===== src/rtl/reg_wr_arbiter_if.sv =====
// Register-file write arbiter bus: two writeback requesters, the
// register-file write port and the hazard lookup pair.
interface reg_wr_arbiter_if;
    logic        a_valid;
    logic [4:0]  a_reg;
    logic [31:0] a_data;
    logic        a_ready;

    logic        b_valid;
    logic [4:0]  b_reg;
    logic [31:0] b_data;
    logic        b_ready;

    logic        write;
    logic [4:0]  write_reg;
    logic [31:0] write_data;

    logic [4:0]  reg1;
    logic [4:0]  reg2;
    logic        hazard1;
    logic        hazard2;

    modport master (
        output a_valid, a_reg, a_data,
        output b_valid, b_reg, b_data,
        output reg1, reg2,
        input  a_ready, b_ready,
        input  write, write_reg, write_data,
        input  hazard1, hazard2
    );

    modport slave (
        input  a_valid, a_reg, a_data,
        input  b_valid, b_reg, b_data,
        input  reg1, reg2,
        output a_ready, b_ready,
        output write, write_reg, write_data,
        output hazard1, hazard2
    );
endinterface


===== src/rtl/reg_wr_arbiter.sv =====
// Merges ALU (A) and load (B) writebacks into one register-file write
// port through two 2-deep FIFOs and a round-robin tie-breaker.
module reg_wr_arbiter (
    input  logic             clk,
    input  logic             reset,
    reg_wr_arbiter_if.slave  bus
);

    localparam logic PRIO_A = 1'b0;
    localparam logic PRIO_B = 1'b1;

    logic [36:0] a_mem_q [2];
    logic [36:0] a_mem_d [2];
    logic        a_wp_q, a_wp_d;
    logic        a_rp_q, a_rp_d;
    logic [1:0]  a_cnt_q, a_cnt_d;

    logic [36:0] b_mem_q [2];
    logic [36:0] b_mem_d [2];
    logic        b_wp_q, b_wp_d;
    logic        b_rp_q, b_rp_d;
    logic [1:0]  b_cnt_q, b_cnt_d;

    logic        prio_q, prio_d;
    logic        wr_q, wr_d;
    logic [4:0]  wr_reg_q, wr_reg_d;
    logic [31:0] wr_data_q, wr_data_d;

    logic        a_ready, b_ready;
    logic        a_push, b_push;
    logic        a_ne, b_ne;
    logic        gnt_a, gnt_b;
    logic [36:0] a_head, a_tail;
    logic [36:0] b_head, b_tail;

    assign a_ready = ~reset & (a_cnt_q < 2'd2);
    assign b_ready = ~reset & (b_cnt_q < 2'd2);

    // Writes to x0 complete the handshake but are dropped here.
    assign a_push = bus.a_valid & a_ready & (bus.a_reg != 5'd0);
    assign b_push = bus.b_valid & b_ready & (bus.b_reg != 5'd0);

    assign a_ne = (a_cnt_q != 2'd0);
    assign b_ne = (b_cnt_q != 2'd0);

    assign a_head = a_mem_q[a_rp_q];
    assign a_tail = a_mem_q[~a_rp_q];
    assign b_head = b_mem_q[b_rp_q];
    assign b_tail = b_mem_q[~b_rp_q];

    assign gnt_a = a_ne & (~b_ne | (prio_q == PRIO_A));
    assign gnt_b = b_ne & (~a_ne | (prio_q == PRIO_B));

    always_comb begin
        prio_d = prio_q;
        if (a_ne && b_ne) begin
            prio_d = gnt_a ? PRIO_B : PRIO_A;
        end
    end

    always_comb begin
        a_mem_d = a_mem_q;
        a_wp_d  = a_wp_q;
        a_rp_d  = a_rp_q;
        a_cnt_d = a_cnt_q;
        if (a_push) begin
            a_mem_d[a_wp_q] = {bus.a_reg, bus.a_data};
            a_wp_d          = ~a_wp_q;
        end
        if (gnt_a) begin
            a_rp_d = ~a_rp_q;
        end
        unique case ({a_push, gnt_a})
            2'b10:   a_cnt_d = a_cnt_q + 2'd1;
            2'b01:   a_cnt_d = a_cnt_q - 2'd1;
            default: a_cnt_d = a_cnt_q;
        endcase
    end

    always_comb begin
        b_mem_d = b_mem_q;
        b_wp_d  = b_wp_q;
        b_rp_d  = b_rp_q;
        b_cnt_d = b_cnt_q;
        if (b_push) begin
            b_mem_d[b_wp_q] = {bus.b_reg, bus.b_data};
            b_wp_d          = ~b_wp_q;
        end
        if (gnt_b) begin
            b_rp_d = ~b_rp_q;
        end
        unique case ({b_push, gnt_b})
            2'b10:   b_cnt_d = b_cnt_q + 2'd1;
            2'b01:   b_cnt_d = b_cnt_q - 2'd1;
            default: b_cnt_d = b_cnt_q;
        endcase
    end

    always_comb begin
        wr_d      = gnt_a | gnt_b;
        wr_reg_d  = wr_reg_q;
        wr_data_d = wr_data_q;
        if (gnt_a) begin
            wr_reg_d  = a_head[36:32];
            wr_data_d = a_head[31:0];
        end else if (gnt_b) begin
            wr_reg_d  = b_head[36:32];
            wr_data_d = b_head[31:0];
        end
    end

    always_ff @(posedge clk or posedge reset) begin
        if (reset) begin
            a_mem_q   <= '{default: '0};
            a_wp_q    <= 1'b0;
            a_rp_q    <= 1'b0;
            a_cnt_q   <= 2'd0;
            b_mem_q   <= '{default: '0};
            b_wp_q    <= 1'b0;
            b_rp_q    <= 1'b0;
            b_cnt_q   <= 2'd0;
            prio_q    <= PRIO_A;
            wr_q      <= 1'b0;
            wr_reg_q  <= 5'd0;
            wr_data_q <= 32'd0;
        end else begin
            a_mem_q   <= a_mem_d;
            a_wp_q    <= a_wp_d;
            a_rp_q    <= a_rp_d;
            a_cnt_q   <= a_cnt_d;
            b_mem_q   <= b_mem_d;
            b_wp_q    <= b_wp_d;
            b_rp_q    <= b_rp_d;
            b_cnt_q   <= b_cnt_d;
            prio_q    <= prio_d;
            wr_q      <= wr_d;
            wr_reg_q  <= wr_reg_d;
            wr_data_q <= wr_data_d;
        end
    end

    // Head is live once count>=1, the other slot only when full.
    function automatic logic q_hit(
        input logic [4:0] r,
        input logic [4:0] h,
        input logic [4:0] t,
        input logic [1:0] cnt
    );
        return ((cnt != 2'd0) && (h == r)) || ((cnt == 2'd2) && (t == r));
    endfunction

    function automatic logic hit(input logic [4:0] r);
        return (r != 5'd0) &&
               (q_hit(r, a_head[36:32], a_tail[36:32], a_cnt_q) ||
                q_hit(r, b_head[36:32], b_tail[36:32], b_cnt_q) ||
                (wr_q && (wr_reg_q == r)));
    endfunction

    assign bus.a_ready    = a_ready;
    assign bus.b_ready    = b_ready;
    assign bus.write      = wr_q;
    assign bus.write_reg  = wr_reg_q;
    assign bus.write_data = wr_data_q;
    assign bus.hazard1    = hit(bus.reg1);
    assign bus.hazard2    = hit(bus.reg2);

endmodule

===== src/flat_wrapper.sv =====
// flat-port wrapper written by rule: the top's interface ports become plain ports
module reg_wr_arbiter_flat 
  (clk, reset, bus_a_valid, bus_a_reg, bus_a_data, bus_b_valid, bus_b_reg, bus_b_data, bus_reg1, bus_reg2, bus_a_ready, bus_b_ready, bus_write, bus_write_reg, bus_write_data, bus_hazard1, bus_hazard2);
  reg_wr_arbiter_if bus_i ();
  input  logic clk;
  input  logic reset;
  input wire logic [$bits(bus_i.a_valid)-1:0] bus_a_valid;
  input wire logic [$bits(bus_i.a_reg)-1:0] bus_a_reg;
  input wire logic [$bits(bus_i.a_data)-1:0] bus_a_data;
  input wire logic [$bits(bus_i.b_valid)-1:0] bus_b_valid;
  input wire logic [$bits(bus_i.b_reg)-1:0] bus_b_reg;
  input wire logic [$bits(bus_i.b_data)-1:0] bus_b_data;
  input wire logic [$bits(bus_i.reg1)-1:0] bus_reg1;
  input wire logic [$bits(bus_i.reg2)-1:0] bus_reg2;
  output wire logic [$bits(bus_i.a_ready)-1:0] bus_a_ready;
  output wire logic [$bits(bus_i.b_ready)-1:0] bus_b_ready;
  output wire logic [$bits(bus_i.write)-1:0] bus_write;
  output wire logic [$bits(bus_i.write_reg)-1:0] bus_write_reg;
  output wire logic [$bits(bus_i.write_data)-1:0] bus_write_data;
  output wire logic [$bits(bus_i.hazard1)-1:0] bus_hazard1;
  output wire logic [$bits(bus_i.hazard2)-1:0] bus_hazard2;
  assign bus_i.a_valid = bus_a_valid;
  assign bus_i.a_reg = bus_a_reg;
  assign bus_i.a_data = bus_a_data;
  assign bus_i.b_valid = bus_b_valid;
  assign bus_i.b_reg = bus_b_reg;
  assign bus_i.b_data = bus_b_data;
  assign bus_i.reg1 = bus_reg1;
  assign bus_i.reg2 = bus_reg2;
  assign bus_a_ready = bus_i.a_ready;
  assign bus_b_ready = bus_i.b_ready;
  assign bus_write = bus_i.write;
  assign bus_write_reg = bus_i.write_reg;
  assign bus_write_data = bus_i.write_data;
  assign bus_hazard1 = bus_i.hazard1;
  assign bus_hazard2 = bus_i.hazard2;
  reg_wr_arbiter u_core (.clk(clk), .reset(reset), .bus(bus_i));
endmodule

===== config.mk =====
export PLATFORM = sky130hd
export DESIGN_NAME = reg_wr_arbiter_flat
export DESIGN_NICKNAME = d
export VERILOG_FILES = /design/src/rtl/reg_wr_arbiter_if.sv /design/src/rtl/reg_wr_arbiter.sv /design/src/flat_wrapper.sv
export SDC_FILE = /design/constraint.sdc
export NUM_CORES = 1
export LEC_CHECK = 0
export CAP_MARGIN = 20
export CELL_PAD_IN_SITES_DETAIL_PLACEMENT = 0
export CELL_PAD_IN_SITES_GLOBAL_PLACEMENT = 2
export CORE_MARGIN = 5
export CORE_UTILIZATION = 34
export CTS_BUF_LIST = sky130_fd_sc_hd__clkbuf_4 sky130_fd_sc_hd__clkbuf_8 sky130_fd_sc_hd__clkbuf_16
export CTS_CLUSTER_SIZE = 14
export DETAILED_ROUTE_END_ITERATION = 7
export GPL_TIMING_DRIVEN = 1
export PLACE_DENSITY_LB_ADDON = 0.25
export SYNTH_ARGS = -nofsm -noshare
export SYNTH_HDL_FRONTEND = slang
export SYNTH_SLANG_ARGS = --single-unit

===== constraint.sdc =====
create_clock -name clk -period 6.5 [get_ports clk]
set_clock_uncertainty 0.1 [all_clocks]
set_input_delay 0.975 -clock clk [delete_from_list [all_inputs] [get_ports clk]]
set_output_delay 0.975 -clock clk [all_outputs]
set_load 0.03 [all_outputs]

; ---- After elaboration in Yosys (flattened, before gate mapping)
; Cells that the tools add are included.
; W data, S select, Z words.
[totals]
ff_bits = 195
latchBits = 0
mem_bits_rw = 0
romBits = 0
out_inout_bits = 42
mem_count = 0
[op_classes]
n_addsub = 4
multipliers = 0
div_mod_pow = 0
magnitude_cmp = 10
eq_ne = 16
shift = 0
n_mux = 25
bitwise = 25
reduce_logical = 32
[op_table]
columns = operator, count
row1 = $mux W37, 14
row2 = $bwmux W74, 2
row3 = $demux W37 S1, 2
row4 = $mux W32, 2
row5 = $eq A5 B5 Y1, 10
row6 = $reduce_bool A5 Y1, 4
row7 = $logic_and A1 B1 Y1, 15
row8 = $ge A2 B2 Y1 const B, 6
row9 = $not A1 Y2, 6
row10 = $mux W5, 2
row11 = $reduce_bool A2 Y1, 5
row12 = $and A1 B1 Y1, 8
row13 = $eq A2 B2 Y1 const B, 4
row14 = $logic_or A1 B1 Y1, 8
row15 = $not A1 Y1, 8
row16 = $pmux W2 S2, 2
row17 = $add A2 B1 Y2 const B, 2
row18 = $eq A2 B1 Y1 const B, 2
row19 = $lt A2 B1 Y1 const B, 2
row20 = $lt A2 B2 Y1 const B, 2
row21 = $sub A2 B1 Y2 const B, 2
row22 = $or A1 B1 Y1, 3
row23 = $mux W1, 1

; ---- Logic depth before layout (Yosys ltp)
; Gate-level depths: netlist of run 1.
[depth]
word_depth = 11
ltp_mapped = 8

; ---- Worst setup path before layout of run 1
; OpenSTA, ideal clock, no wires.
[synth_path]
kind = input -> output
startpoint = in bus_reg1[1]
endpoint = out bus_hazard1
arrival_time_ns = 2.238
t_required_ns = 5.425
path_slack_ns = 3.187
path_stages = 6
n_path_buf = 1
cell_sequence = clkbuf_1 -> xor2_1 -> nand4_1 -> nor3_1 -> a311oi_1 -> a21oi_1
[synth_between]
elab_chain_cells = 6
elab_cells_between_ends = 16
classes_between = 5 x eq/ne / 11 x reduce/logical
[synth_lines]
columns = element, line_no
row1 = "start, declared", flat_wrapper.sv:13  ; input wire logic [$bits(bus_i.reg1)-1:0] bus_reg1;
row2 = $eq A5 B5 Y1, reg_wr_arbiter.sv:149  ; return ((cnt != 2'd0) && (h == r)) || ((cnt == 2'd2) && (t == r));
row3 = $logic_and A1 B1 Y1, reg_wr_arbiter.sv:149
row4 = $logic_or A1 B1 Y1, reg_wr_arbiter.sv:149
row5 = $logic_or A1 B1 Y1, reg_wr_arbiter.sv:154  ; (q_hit(r, a_head[36:32], a_tail[36:32], a_cnt_q) ||
row6 = $logic_or A1 B1 Y1, reg_wr_arbiter.sv:155  ; q_hit(r, b_head[36:32], b_tail[36:32], b_cnt_q) ||
row7 = $logic_and A1 B1 Y1 (*), reg_wr_arbiter.sv:153  ; return (r != 5'd0) &&
row8 = "end, declared", flat_wrapper.sv:20  ; output wire logic [$bits(bus_i.hazard1)-1:0] bus_hazard1;
; Every way passes the cells marked *; elsewhere a longest branch is shown, timed or not.

; ---- Worst setup path after layout of run 1
[layout_path]
startpoint = reg u_core.a_rp_q
endpoint = out bus_hazard1
[layout_between]
elab_chain_cells = 11
elab_cells_between_ends = 17
classes_between = 2 x eq/ne / 6 x mux / 3 x bitwise / 6 x reduce/logical
[layout_lines]
columns = element, line_no
row1 = "start, declared", reg_wr_arbiter.sv:15  ; logic a_rp_q, a_rp_d;
row2 = "start signal, assigned", reg_wr_arbiter.sv:129  ; a_rp_q <= a_rp_d;
row3 = $not A1 Y1, reg_wr_arbiter.sv:47  ; assign a_tail = a_mem_q[~a_rp_q];
row4 = $not A1 Y2, reg_wr_arbiter.sv:47
row5 = $mux W37 (implied by the code) (3 in series), reg_wr_arbiter.sv:47
row6 = $eq A5 B5 Y1, reg_wr_arbiter.sv:149
row7 = $logic_and A1 B1 Y1, reg_wr_arbiter.sv:149
row8 = $logic_or A1 B1 Y1 (*), reg_wr_arbiter.sv:149
row9 = $logic_or A1 B1 Y1 (*), reg_wr_arbiter.sv:154
row10 = $logic_or A1 B1 Y1 (*), reg_wr_arbiter.sv:155
row11 = $logic_and A1 B1 Y1 (*), reg_wr_arbiter.sv:153
; Every way passes the cells marked *; elsewhere a longest branch is shown, timed or not. The select of a mux whose other input is x is not followed.

==> results.sh, run 1 <==
export IMPL_numCtsBuffers=17
export IMPL_power_static_leakage_nw=5.005
export IMPL_run_status="complete, no violations"
export IMPL_floorplan_initialDensity_pct=34.52
export IMPL_clock_tree_htree_level_count=4
export IMPL_peakVddDrop_mv=0.2396
export IMPL_synth_warning_count=0
export IMPL_critPathRequiredTime_ns=5.42
export IMPL_postCtsResizedCells=0
export IMPL_antenna_found_initial=2
export IMPL_timing_max_transition_violations_final=0
export IMPL_total_of_flip_flops_plus_latches_after_synthesis=195
export IMPL_detailedRoute_firstPassIterationCount=5
export IMPL_dp_hpwl_um=16540
export IMPL_die_height_um=177.9
export IMPL_whs_ns=0.3904
export IMPL_clock_tree_from_tritoncts="yes"
export IMPL_start_kind="flip-flop"
export IMPL_worst_path_largest_cell_delay_ns=1.02
export IMPL_synth_cell_types=35
export IMPL_post_synthesis_mean_instance_area_sq_um=12.94
export IMPL_synthCells=741
export IMPL_synth_edf_count=0
export IMPL_post_route_min_period_ns=4.547
export IMPL_layout_worst_path_cycle_share_pct=69.96
export IMPL_detail_route_wirelength_um=24990
export IMPL_area_growth_synth_to_final_pct=22.79
export IMPL_gp_congestion=0.7683
export IMPL_antenna_diode_count=0
export IMPL_drive_gt1_share_pct=20.63
export IMPL_vias=6246
export IMPL_timing_final_setup_violations=0
export IMPL_slowest_stage="sky130_fd_sc_hd__dfrtp_2"
export IMPL_path_cells="mux2i_1, xor2_1, nand4_1, nor3_1, a31oi_1, a21oi_1, clkdlybuf4s50_1"
export IMPL_sink_count_of_the_clock_tree=195
export IMPL_floorplan_io_pins=130
export IMPL_max_slew_margin_rel_pct=27.79
export IMPL_floorplan_die_area_sq_um=31660
export IMPL_hold_path_class="flip-flop to flip-flop"
export IMPL_mappedNetlistNets=831
export IMPL_timing_critical_path_to_type="primary output"
export IMPL_clk_path_buf_depth=2
export IMPL_arrival_ns=3.47
export IMPL_nNetsFinal=936
export IMPL_rsz0062_at_grt="false"
export IMPL_detailedRoute_firstIterationViolations=231
export IMPL_cts_hold_fix_buffers=0
export IMPL_r2r_setup_slack_ns=3.72
export IMPL_synthFlopType="sky130_fd_sc_hd__dfrtp_1"
export IMPL_crit_fanout=31
export IMPL_timing_setup_tns_ns=0
export IMPL_number_of_global_route_vias_before_repair=6971
export IMPL_worst_setup_hold_path_clk_slew_ns=0.06
export IMPL_rows=61
export IMPL_antenna_left=0
export IMPL_coreArea_sq_um=27780
export IMPL_synthArstFlopShare_pct=100.0
export IMPL_cellPowerDensity_nw_per_um2=550.2
export IMPL_path_delay_family="flip-flops"
export IMPL_clock_root_buffer="sky130_fd_sc_hd__clkbuf_16"
export IMPL_count_of_maximum_capacitance_violations=0
export IMPL_die_w_um=177.9
export IMPL_seq_area_frac_synth_pct=50.89
export IMPL_achievable_frequency_mhz=219.9
export IMPL_cp_buffers_inverters=1
export IMPL_grt_max_degree=146
export IMPL_avgRoutedWirePerCell_um=20.22
export IMPL_grt_overflow_total=0
export IMPL_port_buffers=129
export IMPL_cts_post_setup_buffers_inserted=0
export IMPL_clkLatencyLatePin_ns=0.43
export IMPL_groute_usage_overall_pct=16.28
export IMPL_worst_margin_slew_ns=1.081
export IMPL_vias_per_cell=5.053
export IMPL_timing_setup_critical_path_class="flip-flop to primary output"
export IMPL_syn_area_sq_um=9589
export IMPL_post_route_drc_count=0
export IMPL_grt_pass1_wl_um=39840
export IMPL_timing_hold_violations_final=0
synth_stat cells (4+ instances only):
cell type / number / area [sq um]
sky130_fd_sc_hd__nor2_1: 19 / 71.32
sky130_fd_sc_hd__buf_6: 12 / 135.1
sky130_fd_sc_hd__a221oi_1: 5 / 43.79
sky130_fd_sc_hd__a21oi_1: 40 / 200.2
sky130_fd_sc_hd__buf_1: 4 / 15.01
sky130_fd_sc_hd__nor4_1: 4 / 25.02
sky130_fd_sc_hd__o21ai_0: 31 / 155.2
sky130_fd_sc_hd__nand4_1: 6 / 37.54
sky130_fd_sc_hd__mux2i_1: 52 / 520.5
sky130_fd_sc_hd__xnor2_1: 24 / 210.2
sky130_fd_sc_hd__mux2_1: 60 / 675.7
sky130_fd_sc_hd__nand2_1: 33 / 123.9
sky130_fd_sc_hd__nor3_1: 6 / 30.03
sky130_fd_sc_hd__dfrtp_1: 195 / 4880
sky130_fd_sc_hd__mux2_4: 60 / 900.9
sky130_fd_sc_hd__clkbuf_1: 26 / 97.59
sky130_fd_sc_hd__buf_2: 9 / 45.04
sky130_fd_sc_hd__xor2_1: 37 / 324.1
sky130_fd_sc_hd__o22ai_1: 31 / 193.9
sky130_fd_sc_hd__mux2_2: 60 / 675.7
worst paths after layout:
kind / from / end / depth (start not counted)
worst max register to register: u_core.a_cnt_q[1]$_DFFE_PP0P_ / u_core.a_mem_q[68]$_DFFE_PP0P_ / 5
max in group asynchronous: reset / u_core.a_rp_q$_DFFE_PP0N_ / 4
worst max-delay path: u_core.a_rp_q$_DFFE_PP0N_ / bus_hazard1 / 7
worst min register to register: u_core.b_mem_q[25]$_DFFE_PP0P_ / u_core.b_mem_q[25]$_DFFE_PP0P_ / 1
min in group asynchronous: reset / u_core.b_cnt_q[1]$_DFFE_PP0P_ / 2
worst min-delay path: u_core.b_mem_q[25]$_DFFE_PP0P_ / u_core.b_mem_q[25]$_DFFE_PP0P_ / 1
report_power, final:
| group | total, mW | internal [mW] | switching (mW) | leakage (nW) |
|---|---|---|---|---|
| Sequential | 2.37 | 1.85 | 0.517 | 2.32 |
| Clock | 1.03 | 0.550 | 0.481 | 0.270 |
| Combinational | 3.08 | 1.52 | 1.55 | 2.42 |
worst register-to-register path, cell delays in order (launching register included):
cell and delay (ns):
sky130_fd_sc_hd__dfrtp_1 0.42, sky130_fd_sc_hd__nor2_1 0.32, sky130_fd_sc_hd__o211ai_4 0.20, sky130_fd_sc_hd__nor2_4 0.82, sky130_fd_sc_hd__buf_4 0.43, sky130_fd_sc_hd__mux2_2 0.37
layer usage:
metal	GRT usage (%)	vias up	wire, um
met5	0	-	14
met4	4.480	4	364
met3	4.154	29	1271
met2	27.08	149	12150
met1	21.09	3198	11190
li1	-	2866	-
final cells by class:
type | instances | area, sq um
Multi-Input combinational cell | 491 | 4431
Inverter | 4 | 22.52
Timing Repair Buffer | 137 | 1391
Fill cell | 2610 | 16010
Clock buffer | 19 | 446.7
Clock inverter | 12 | 127.6
Sequential cell | 195 | 4883
Tap cell | 378 | 473.0
through the flow:
step / utilization, % / power (mW) / cell area [sq um] / instances / worst slack (ns)
after floorplan: - / 4.486 / 9589 / 741 / 0.1128
after global placement: 40.12 / 5.353 / 11150 / 1203 / 2.388
after detailed placement: 40.22 / 5.487 / 11170 / 1204 / 2.333
after CTS: 42.29 / 6.563 / 11750 / 1235 / 1.892
after global routing: 42.38 / 6.923 / 11780 / 1236 / 1.677
final: 42.38 / 6.478 / 11780 / 1236 / 1.953
cells by family after synthesis:
kind of cell,count (synthesis),synth area share [%]
fa+ha+maj,2,0.2609
buf+inv,55,3.210
compound gates,115,7.072
xor+xnor,61,5.571
flops,195,50.89
mux,232,28.91
simple gates,81,4.084
cells in the final DEF (no fill, tap or decap), types with 5 or more instances in the layout:
cell type | netlist | routed
sky130_fd_sc_hd__a21oi_1 | 40 | 40
sky130_fd_sc_hd__nand4_1 | 6 | 6
sky130_fd_sc_hd__nor2_1 | 19 | 18
sky130_fd_sc_hd__buf_4 | 0 | 6
sky130_fd_sc_hd__mux2_1 | 60 | 60
sky130_fd_sc_hd__clkdlybuf4s50_1 | 0 | 129
sky130_fd_sc_hd__mux2i_1 | 52 | 52
sky130_fd_sc_hd__o22ai_1 | 31 | 31
sky130_fd_sc_hd__o21ai_0 | 31 | 31
sky130_fd_sc_hd__mux2_4 | 60 | 60
sky130_fd_sc_hd__a221oi_1 | 5 | 5
sky130_fd_sc_hd__nor3_1 | 6 | 6
sky130_fd_sc_hd__mux2_2 | 60 | 60
sky130_fd_sc_hd__xor2_1 | 37 | 37
sky130_fd_sc_hd__nand2_1 | 33 | 33
sky130_fd_sc_hd__dfrtp_1 | 195 | 192
sky130_fd_sc_hd__xnor2_1 | 24 | 24
sky130_fd_sc_hd__clkbuf_16 | 0 | 17
Note: power is estimated with default switching activity, not from simulation.
==> inputs of run 2 (changes only) <==
--- a/config.mk
+++ b/config.mk
@@ -9,7 +9,7 @@
 export CELL_PAD_IN_SITES_DETAIL_PLACEMENT = 0
 export CELL_PAD_IN_SITES_GLOBAL_PLACEMENT = 2
 export CORE_MARGIN = 5
-export CORE_UTILIZATION = 34
+export CORE_UTILIZATION = 38
 export CTS_BUF_LIST = sky130_fd_sc_hd__clkbuf_4 sky130_fd_sc_hd__clkbuf_8 sky130_fd_sc_hd__clkbuf_16
 export CTS_CLUSTER_SIZE = 14
 export DETAILED_ROUTE_END_ITERATION = 7
==> constraint.sdc (replaced) <==
create_clock -name clk -period 4.33 [get_ports clk]
set_clock_uncertainty 0.1 [all_clocks]
set_input_delay 0.6495 -clock clk [delete_from_list [all_inputs] [get_ports clk]]
set_output_delay 0.6495 -clock clk [all_outputs]
set_load 0.03 [all_outputs]
==> run 2 against run 1 <==
Against the previous run:
- via count about the same
- total power grew 50%
- first-iteration DRC count grew 40%
- critical endpoint unchanged
- largest cell class unchanged
==> results.sh, run 2 (synthesized netlist as in run 1, its figures left out) <==
export IMPL_grt_overflow_total=0
export IMPL_timing_max_transition_violations_final=0
export IMPL_numCtsBuffers=17
export IMPL_worst_setup_hold_path_clk_slew_ns=0.07
export IMPL_mostFrequentLayoutCells="192 x sky130_fd_sc_hd__dfrtp_1, 129 x sky130_fd_sc_hd__clkdlybuf4s50_1, 60 x sky130_fd_sc_hd__mux2_4, 60 x sky130_fd_sc_hd__mux2_1, 60 x sky130_fd_sc_hd__mux2_2"
export IMPL_rsz0062_at_grt="false"
export IMPL_timing_setup_tns_ns=0
export IMPL_worst_margin_slew_ns=0.9025
export IMPL_path_cells="mux2i_1, xor2_1, nand4_1, nor3_1, a31oi_1, a21oi_1, clkdlybuf4s50_1"
export IMPL_floorplan_die_area_sq_um=28510
export IMPL_power_static_leakage_nw=5.013
export IMPL_clk_path_buf_depth=2
export IMPL_slowest_stage="sky130_fd_sc_hd__clkdlybuf4s50_1"
export IMPL_timing_critical_path_to_type="primary output"
export IMPL_post_route_min_period_ns=3.931
export IMPL_layout_cells_most_common="sky130_fd_sc_hd__dfrtp_1"
export IMPL_port_buffers=129
export IMPL_dp_hpwl_um=15920
export IMPL_top_usage_layer="met2"
export IMPL_timing_setup_critical_path_class="flip-flop to primary output"
export IMPL_groute_usage_overall_pct=17.48
export IMPL_peakVddDrop_mv=0.3796
export IMPL_coreArea_sq_um=25040
export IMPL_cp_buffers_inverters=1
export IMPL_grt_pass1_wl_um=38830
export IMPL_groute_layer_met3_usage_pct=4.834
export IMPL_number_of_global_route_vias_before_repair=6965
export IMPL_antenna_diode_count=0
export IMPL_cellPowerDensity_nw_per_um2=828.9
export IMPL_detailedRoute_firstPassIterationCount=4
export IMPL_detail_route_wirelength_um=24480
export IMPL_worst_path_largest_cell_delay_ns=0.70
export IMPL_antenna_found_initial=3
export IMPL_timing_hold_violations_final=0
export IMPL_timing_final_setup_violations=0
export IMPL_vias_per_cell=5.249
export IMPL_clkLatencyLatePin_ns=0.44
export IMPL_critPathRequiredTime_ns=3.58
export IMPL_crit_fanout=12
export IMPL_detailedRoute_firstIterationViolations=324
export IMPL_sink_count_of_the_clock_tree=195
export IMPL_globalRouteMet2Util_pct=28.82
export IMPL_clock_tree_htree_level_count=4
export IMPL_grt_met1_usage_pct=21.74
export IMPL_die_height_um=168.9
export IMPL_floorplan_io_pins=130
export IMPL_max_slew_margin_rel_pct=39.83
export IMPL_postCtsResizedCells=0
export IMPL_gp_congestion=0.8372
export IMPL_hold_path_class="flip-flop to flip-flop"
export IMPL_cts_hold_fix_buffers=0
export IMPL_grt_max_degree=100
export IMPL_avgRoutedWirePerCell_um=20.55
export IMPL_clock_tree_from_tritoncts="yes"
export IMPL_drive_gt1_share_pct=20.91
export IMPL_path_delay_family="buffers and inverters"
export IMPL_start_kind="flip-flop"
export IMPL_layout_core_utilization_pct=46.91
export IMPL_layout_worst_path_cycle_share_pct=90.79
export IMPL_nNetsFinal=938
export IMPL_cts_post_setup_buffers_inserted=0
export IMPL_area_growth_synth_to_final_pct=22.47
export IMPL_vias=6252
export IMPL_count_of_maximum_capacitance_violations=0
export IMPL_arrival_ns=3.18
export IMPL_rows=58
export IMPL_achievable_frequency_mhz=254.4
export IMPL_die_w_um=168.9
export IMPL_r2r_setup_slack_ns=1.90
export IMPL_run_status="complete, no violations"
export IMPL_antenna_left=0
export IMPL_post_route_drc_count=0
export IMPL_floorplan_initialDensity_pct=38.30
export IMPL_clock_root_buffer="sky130_fd_sc_hd__clkbuf_16"
## run 2: cell count changes in the layout (fill, tap and decap cells not counted), sizes merged
cell      delta
inv          +2
clkbuf       -2
buf          +2
clkinv       -1
clkinvlp     +2
## run 2: area by class of cell
class | instances | area, sq um
multi-input cells | 491 | 4431
clock buffers | 17 | 425.4
clock inverters | 15 | 148.9
well taps | 330 | 412.9
repair buffers | 139 | 1424
inverters | 4 | 18.77
fillers | 2266 | 13290
flip-flops and latches | 195 | 4883
## run 2: per-stage QoR
stage / area [sq um] / instances / hold WS (ns) / setup WS (ns) / power (mW)
detailed placement: 11140 / 1158 / 0.3752 / 0.7454 / 8.182
global placement: 11140 / 1158 / 0.3677 / 0.8818 / 8.014
global route: 11740 / 1191 / 0.4030 / 0.3442 / 10.40
finish: 11740 / 1191 / 0.3875 / 0.3988 / 9.734
CTS: 11720 / 1190 / 0.3913 / 0.4365 / 9.799
floorplan: 9593 / 741 / 0.3585 / 1.062 / 6.735
## run 2: per-layer routing
metal,share of wire (%),vias to the layer above
li1,-,2858
met1,44,3170
met2,48,160
met3,5.2,58
met4,2.9,6
met5,0.17,-
## run 2: final timing paths
path                                               startpoint                              to  cells past startpoint
worst max-delay path                u_core.a_rp_q$_DFFE_PP0N_                     bus_hazard1                      7
worst min-delay path            u_core.b_mem_q[4]$_DFFE_PP0P_   u_core.b_mem_q[4]$_DFFE_PP0P_                      1
worst max register to register      u_core.prio_q$_DFFE_PP0P_   u_core.b_cnt_q[1]$_DFFE_PP0P_                      6
worst min register to register  u_core.b_mem_q[4]$_DFFE_PP0P_   u_core.b_mem_q[4]$_DFFE_PP0P_                      1
max in group asynchronous                               reset  u_core.b_mem_q[56]$_DFFE_PP0P_                      3
min in group asynchronous                               reset  u_core.a_mem_q[71]$_DFFE_PP0P_                      2
## run 2: power by group
part           total [mW]  internal, mW  switching [mW]  leakage [nW]
combinational        4.67          2.29            2.38          2.42
sequential           3.49          2.78           0.710          2.32
clock                1.57         0.811           0.760         0.270
## run 2: worst reg2reg max path: stages (launching register included)
cell and delay, ns:
sky130_fd_sc_hd__dfrtp_2 0.74, sky130_fd_sc_hd__o21ai_4 0.61, sky130_fd_sc_hd__inv_1 0.24, sky130_fd_sc_hd__ha_1 0.27, sky130_fd_sc_hd__xnor2_1 0.12, sky130_fd_sc_hd__nor2_1 0.12
sky130_fd_sc_hd__xor2_1 0.15
==> inputs of run 3 (changes only) <==
--- a/config.mk
+++ b/config.mk
@@ -15,6 +15,7 @@
 export DETAILED_ROUTE_END_ITERATION = 7
 export GPL_TIMING_DRIVEN = 1
 export PLACE_DENSITY_LB_ADDON = 0.25
+export SKIP_LAST_GASP = 1
 export SYNTH_ARGS = -nofsm -noshare
 export SYNTH_HDL_FRONTEND = slang
 export SYNTH_SLANG_ARGS = --single-unit
==> results of run 3 <==
Final layout, timing and power as in run 2 (identical DEF).
